### src/rtl/opl_timer_pkg.sv
// Shared definitions for the OPL timer bank: register index defaults,
// control-register bit positions and the per-timer resolution helper.
package opl_timer_pkg;

  typedef logic [7:0] opl_reg_t;

  localparam opl_reg_t REG_PRESET_BASE = 8'h02;
  localparam opl_reg_t REG_CTRL        = 8'h04;
  localparam int       CTRL_RST_BIT    = 7;
  localparam int       RES_BASE_DEF    = 80;

  // Control byte bit that starts timer i
  function automatic int start_bit(input int i);
    return i;
  endfunction

  // Control byte bit that masks timer i (mirrors the status bit position)
  function automatic int mask_bit(input int i);
    return 6 - i;
  endfunction

  // Resolution of timer i in microseconds; each timer is 4x coarser than the previous
  function automatic int res_us(input int i, input int base = RES_BASE_DEF);
    return base << (2 * i);
  endfunction

endpackage

### src/rtl/opl_timer_unit.sv
// One OPL-style 8-bit up-counting timer. A sub-counter divides the 1us tick
// down to the timer resolution; the main counter reloads from the preset on
// overflow, so a preset change only takes effect at the next reload.
module opl_timer_unit
  import opl_timer_pkg::*;
#(
  parameter int RES_US = 80,
  parameter int SUB_W  = 7
) (
  input  logic     clk,
  input  logic     rst,
  input  logic     tick,
  input  logic     start,
  input  opl_reg_t preset,
  output logic     ovf
);

  localparam logic [SUB_W-1:0] SUB_RELOAD = SUB_W'(RES_US - 1);

  logic [7:0]       r_cnt;
  logic [SUB_W-1:0] r_sub;

  // Overflow is the tick on which the sub-counter expires with the main counter at full scale
  assign ovf = ~rst & start & tick & (r_sub == '0) & (r_cnt == 8'hFF);

  // Stopped timers track the preset; running timers count on each 1us tick
  always_ff @(posedge clk) begin
    if (rst) begin
      r_cnt <= '0;
      r_sub <= '0;
    end else if (!start) begin
      r_cnt <= preset;
      r_sub <= SUB_RELOAD;
    end else if (tick) begin
      if (r_sub != '0) begin
        r_sub <= r_sub - 1'b1;
      end else begin
        r_sub <= SUB_RELOAD;
        r_cnt <= (r_cnt == 8'hFF) ? preset : r_cnt + 8'd1;
      end
    end
  end

endmodule

### src/rtl/opl_timer_bank.sv
// OPL-style register front end and timer bank. Captures index/data port
// writes, forwards data writes to the synth core, and runs 1..3 timers off an
// on-clock 1us tick enable, with status readback and an active-low IRQ.
// Build option OPL_TIMER_RST_BIT_EN: when defined, only a control write with
// bit 7 set clears the flags (and loads nothing else); when undefined, every
// control write clears the flags.
module opl_timer_bank
  import opl_timer_pkg::*;
#(
  parameter int       NUM_TIMERS  = 2,
  parameter int       CLK_DIV     = 14,
  parameter int       RES_BASE_US = 80,
  parameter opl_reg_t PRESET_BASE = REG_PRESET_BASE,
  parameter opl_reg_t CTRL_REG    = REG_CTRL
) (
  input  logic       clk,
  input  logic       rst,
  input  logic       addr,
  input  logic [7:0] din,
  input  logic       we,
  output logic [7:0] dout,
  output logic       irq_n,
  output logic       wr_stb,
  output logic [7:0] wr_reg,
  output logic [7:0] wr_data
);

  localparam int SUB_W = $clog2(RES_BASE_US << (2 * (NUM_TIMERS - 1)));
  localparam int DIV_W = $clog2(CLK_DIV);

  if (NUM_TIMERS < 1 || NUM_TIMERS > 3) begin : g_bad_num_timers
    $fatal(1, "opl_timer_bank: NUM_TIMERS must be 1..3");
  end
  if (int'(CTRL_REG) >= int'(PRESET_BASE) &&
      int'(CTRL_REG) < int'(PRESET_BASE) + NUM_TIMERS) begin : g_bad_ctrl_reg
    $fatal(1, "opl_timer_bank: CTRL_REG overlaps the preset registers");
  end

  logic                  r_we_q;
  opl_reg_t              r_wr_reg;
  opl_reg_t              r_wr_data;
  logic                  r_wr_stb;
  logic [DIV_W-1:0]      r_div;
  logic [NUM_TIMERS-1:0] r_flag;
  logic                  r_irq_n;

  logic                  w_wr;
  logic                  w_data_wr;
  logic                  w_ctrl_wr;
  logic                  w_ctrl_load;
  logic                  w_flag_clr;
  logic                  w_tick;
  logic [NUM_TIMERS-1:0] w_ovf;
  logic [NUM_TIMERS-1:0] w_mask;
  logic [2:0]            w_flag3;

  // A write is the rising edge of we, so a held-high we counts once
  assign w_wr        = we & ~r_we_q;
  assign w_data_wr   = w_wr & addr;
  assign w_ctrl_wr   = w_data_wr & (r_wr_reg == CTRL_REG);
  assign w_ctrl_load = w_ctrl_wr & ~din[CTRL_RST_BIT];
`ifdef OPL_TIMER_RST_BIT_EN
  assign w_flag_clr  = w_ctrl_wr & din[CTRL_RST_BIT];
`else
  assign w_flag_clr  = w_ctrl_wr;
`endif
  assign w_tick      = (r_div == DIV_W'(CLK_DIV - 1));

  // Bus side: edge detect, index latch and one-cycle strobe toward the synth core
  always_ff @(posedge clk) begin
    if (rst) begin
      r_we_q    <= 1'b0;
      r_wr_reg  <= '0;
      r_wr_data <= '0;
      r_wr_stb  <= 1'b0;
    end else begin
      r_we_q   <= we;
      r_wr_stb <= w_data_wr;
      if (w_wr && !addr) r_wr_reg  <= din;
      if (w_data_wr)     r_wr_data <= din;
    end
  end

  // 1us tick divider: free-running 0..CLK_DIV-1
  always_ff @(posedge clk) begin
    if (rst || w_tick) r_div <= '0;
    else               r_div <= r_div + 1'b1;
  end

  for (genvar g = 0; g < NUM_TIMERS; g++) begin : g_timer
    localparam int       SB  = start_bit(g);
    localparam int       MB  = mask_bit(g);
    localparam opl_reg_t IDX = opl_reg_t'(int'(PRESET_BASE) + g);

    opl_reg_t r_preset;
    logic     r_start;
    logic     r_mask;

    // Per-timer preset, start and mask captured from data-port writes
    always_ff @(posedge clk) begin
      if (rst) begin
        r_preset <= '0;
        r_start  <= 1'b0;
        r_mask   <= 1'b0;
      end else begin
        if (w_data_wr && (r_wr_reg == IDX)) r_preset <= din;
        if (w_ctrl_load) begin
          r_start <= din[SB];
          r_mask  <= din[MB];
        end
      end
    end

    assign w_mask[g] = r_mask;

    opl_timer_unit #(
      .RES_US (res_us(g, RES_BASE_US)),
      .SUB_W  (SUB_W)
    ) u_unit (
      .clk    (clk),
      .rst    (rst),
      .tick   (w_tick),
      .start  (r_start),
      .preset (r_preset),
      .ovf    (w_ovf[g])
    );
  end

  // Status flags: unmasked overflow sets, control write clears, set beats clear
  always_ff @(posedge clk) begin
    if (rst) r_flag <= '0;
    else     r_flag <= (r_flag & ~{NUM_TIMERS{w_flag_clr}}) | (w_ovf & ~w_mask);
  end

  // IRQ follows the flags one cycle later
  always_ff @(posedge clk) begin
    if (rst) r_irq_n <= 1'b1;
    else     r_irq_n <= ~|r_flag;
  end

  assign w_flag3 = 3'(r_flag);
  assign dout    = {|r_flag, w_flag3[0], w_flag3[1], w_flag3[2], 4'b0000};
  assign irq_n   = r_irq_n;
  assign wr_stb  = r_wr_stb;
  assign wr_reg  = r_wr_reg;
  assign wr_data = r_wr_data;

endmodule

### config.mk
export PLATFORM = sky130hd
export DESIGN_NAME = opl_timer_bank
export DESIGN_NICKNAME = d
export VERILOG_FILES = /design/src/rtl/opl_timer_pkg.sv /design/src/rtl/opl_timer_unit.sv /design/src/rtl/opl_timer_bank.sv
export SDC_FILE = /design/constraint.sdc
export NUM_CORES = 1
export LEC_CHECK = 0
export ABC_AREA = 1
export BUFFER_PORTS_ARGS = -buffer_cell sky130_fd_sc_hd__buf_2
export CAP_MARGIN = 20
export CORE_MARGIN = 2
export CORE_UTILIZATION = 40
export CTS_CLUSTER_SIZE = 10
export DETAILED_ROUTE_END_ITERATION = 10
export PLACE_DENSITY = 0.64
export SYNTH_ARGS = -nofsm -noshare
export SYNTH_HDL_FRONTEND = slang
export SYNTH_SLANG_ARGS = --single-unit
export TNS_END_PERCENT = 10
### constraint.sdc
create_clock -name clk -period 1.68 [get_ports clk]
set_input_delay 0.336 -clock clk [delete_from_list [all_inputs] [get_ports clk]]
set_output_delay 0.336 -clock clk [all_outputs]
set_load 0.03 [all_outputs]
==> results.md <==
* Psw at 1.01 mW
* Clock Tree Buf Depth at 2
* Min-delay src: we
* Tmin final at 1.53 ns
* Avg Cell Area, Syn at 7.27 um^2
* Most frequent cells in the layout: nand2_1 (117), dfxtp_1 (79), nor2_1 (66)
* Max FFs per register at 18
* Synth unique cells at 37
* Post-Syn Area at 3900 um^2
* Largest net degree at the start of global routing at 27
* Synth area leader: dfxtp_1
* Gate power share at 9.8%
* Crit path DAT at 1.82 ns
* Final Slew Violations at 0
* Number of CTS-inserted buffers at 9
* Layout cells sized above 1 at 16.8%
* DRT Pass-1 Iters at 4
* Crit path capture type: flop
* Max VDD drop at 0.459 mV
* Worst Max-Slew Pin Slew at 0.512 ns
* Via density at 4.78
* Final hold viol count at 0
* # diodes at 0
* TritonCTS clock tree: done
* # DRC at 0
* Crit path required time at 1.98 ns
* Most common cell after layout, fill and taps aside: nand2_1
* Setup CP Type: flop to flop
* Status: finished clean
* Clock sink count at 79
* Initial core utilization at 40.5%
* Overall power at 3.63 mW
* Nets at 597
* Hold Path Depth at 3
* # hold bufs at CTS at 0
* Flop pwr share at 54.3%
* Worst path cell trace: inv_1 -> ha_1 -> nand3_4 -> inv_4 -> nand2_2 -> nand2_8 -> nor2_4 -> nand2_1 -> o21ai_2
* R2R Setup Slk at 0.15 ns
* Post-Synthesis Cells at 537
* Worst-path clk slew at 0.09 ns
* #FFs+latches synth at 79
* Switching Share at 27.9%
* Worst-Skew Late Latency at 0.37 ns
* Largest registers: g_timer.u_unit.r_sub (18), g_timer.r_preset (16), g_timer.u_unit.r_cnt (16)
* Clock root buffer: clkbuf_8
* Initial antenna violation count at 0
* Post-DR wirelength/cell at 12.1 um
* R2r worst-path depth at 9
* Max H-tree Level at 3
* Crit path max fanout at 9
* Worst slew margin at 65.8%
* Min-Delay Endpoint: r_we_q
* Yosys top cell area share at 40.5%
* Post-synthesis sequential area ratio at 40.5%
* Max Cap Viol at 0
* Synth top area cells: dfxtp_1 (40%), nand2_1 (11%), inv_1 (6.3%)
* R2R Path End: g_timer[0].u_unit.r_cnt[2]
* Die H at 103 um
* # setup viols final at 0
* Crit path depth at 9
* Vias in the first global route at 3203
* P&R area growth vs syn at 13.0%
* P_leak at 1.90 nW
* Iter 0 DRT Violations at 137
* Slowest cell on the critical path: dfxtp_1
* DIE WIDTH at 103 um
* Skew final at 0.00957 ns
* Critical path's top delay family: simple AND/OR/NAND/NOR gates
* Top Ports at 38
* Gr ovfl total at 0
* Crit share post-route at 90.8%
* Rows at 36
* P_int at 2.62 mW
* Port Buffers at 32
* Synth Warn # at 0
* Core footprint at 9640 um^2
* Unrepaired setup endpoints after global routing: no
* Final worst slack at 0.154 ns
* Placer congestion estimate at 0.847
* Antenna viol nets, final at 0
* First-pass GRT wire length at 14600 um
* Crit path largest cell delay at 0.36 ns
* Reg2reg start: r_div[1]
* Total GRT Usage at 17.6%
* Final TNS setup at 0 ns
* Pre-CTS setup slack at 0.120 ns
* Top reg by flops: g_timer.u_unit.r_sub
* Crit start category: flop
* Final WL at 8640 um
* Min-delay worst type: primary input to flop
* Die area at 10600 um^2
* CP Buf/Inv Count at 2
* Clk pwr share at 35.9%
* Max Freq at 655 MHz
* Via count at 3426
* Cell Pwr Density at 823 nW/um^2
* Hpwl dp at 6290 um
[power groups by stage]
| stage | registers [mW] | logic [mW] | clock network [mW] |
|---|---|---|---|
| after floorplan | 2.06 | 0.210 | 0 |
| after CTS | 1.97 | 0.357 | 1.34 |
| after global routing | 1.98 | 0.398 | 1.41 |
| final | 1.97 | 0.357 | 1.30 |
| after global placement | 2.01 | 0.347 | 0 |
| after detailed placement | 2.02 | 0.355 | 0 |
[synthesized netlist by cell type (all sizes together)]
cell type	number
nor3	6
conb	1
clkinv	1
nand4	10
clkbuf	4
inv	67
nand3b	9
nand2	125
xnor2	2
xor2	8
or2	2
o211ai	3
buf	14
dfxtp	79
nor2	74
ha	7
nor4	2
a31oi	2
a21oi	40
nand3	38
o21ai	43
[layer usage]
metal | up-vias | global-route usage [%] | share of wire [%]
met4 | 0 | 6.98 | 1.9
met2 | 65 | 29.0 | 46
met5 | - | 0 | 0
met3 | 14 | 4.20 | 4.7
li1 | 1797 | - | -
met1 | 1550 | 22.3 | 47
[repair_timing]
item	CTS	global route
buffers inserted	0	3
setup endpoints to repair	0	7
resized for setup	0	2
[metrics by stage]
stage / cell area (um^2) / util (%) / hold slack [ns] / cells
floorplan: 3920 / - / 0.433 / 541
global placement: 4190 / 43.5 / 0.429 / 697
detailed placement: 4190 / 43.5 / 0.436 / 697
CTS: 4370 / 45.3 / 0.187 / 713
global route: 4410 / 45.8 / 0.205 / 716
finish: 4410 / 45.8 / 0.200 / 716
[cell type report]
type                    instances  area [um^2]
clock inverters                 4         31.3
multi-input cells             376         1970
fillers                      1008         5230
repair buffers                 44          263
clock buffers                  12          145
inverters                      68          259
flip-flops and latches         79         1580
well taps                     133          166
[kinds of logic after synthesis]
group	share of synthesized area, %
AO/OA/AOI/OAI	12.3
flip-flops	40.5
buffers and inverters	9.77
AND/OR/NAND/NOR	32.8
XOR/XNOR	2.24
adder cells (fa/ha/maj)	2.24
other	0.0960
[how the worst max path moves through the flow]
stage	to	startpoint	slack, ns
floorplan	g_timer[0].r_preset[2]	wr_reg[1]	0.20
global placement	g_timer[0].u_unit.r_sub[5]	r_div[1]	0.18
detailed placement	g_timer[0].u_unit.r_sub[8]	r_div[1]	0.12
CTS	g_timer[0].u_unit.r_sub[8]	r_div[1]	0.1
global route	g_timer[0].u_unit.r_sub[4]	g_timer[0].u_unit.r_sub[0]	0.005
finish	g_timer[0].u_unit.r_cnt[2]	r_div[1]	0.15
[worst register-to-register path, delay by kind of cell (launching register included)]
kind                       cells  cell delay, ns
AOI/OAI and AO/OA              1            0.06
adders and majority gates      1            0.20
buffers and inverters          2            0.13
DFF                            1            0.36
and+or+nand+nor                5            0.70
Power figures use the tool's default switching activity.
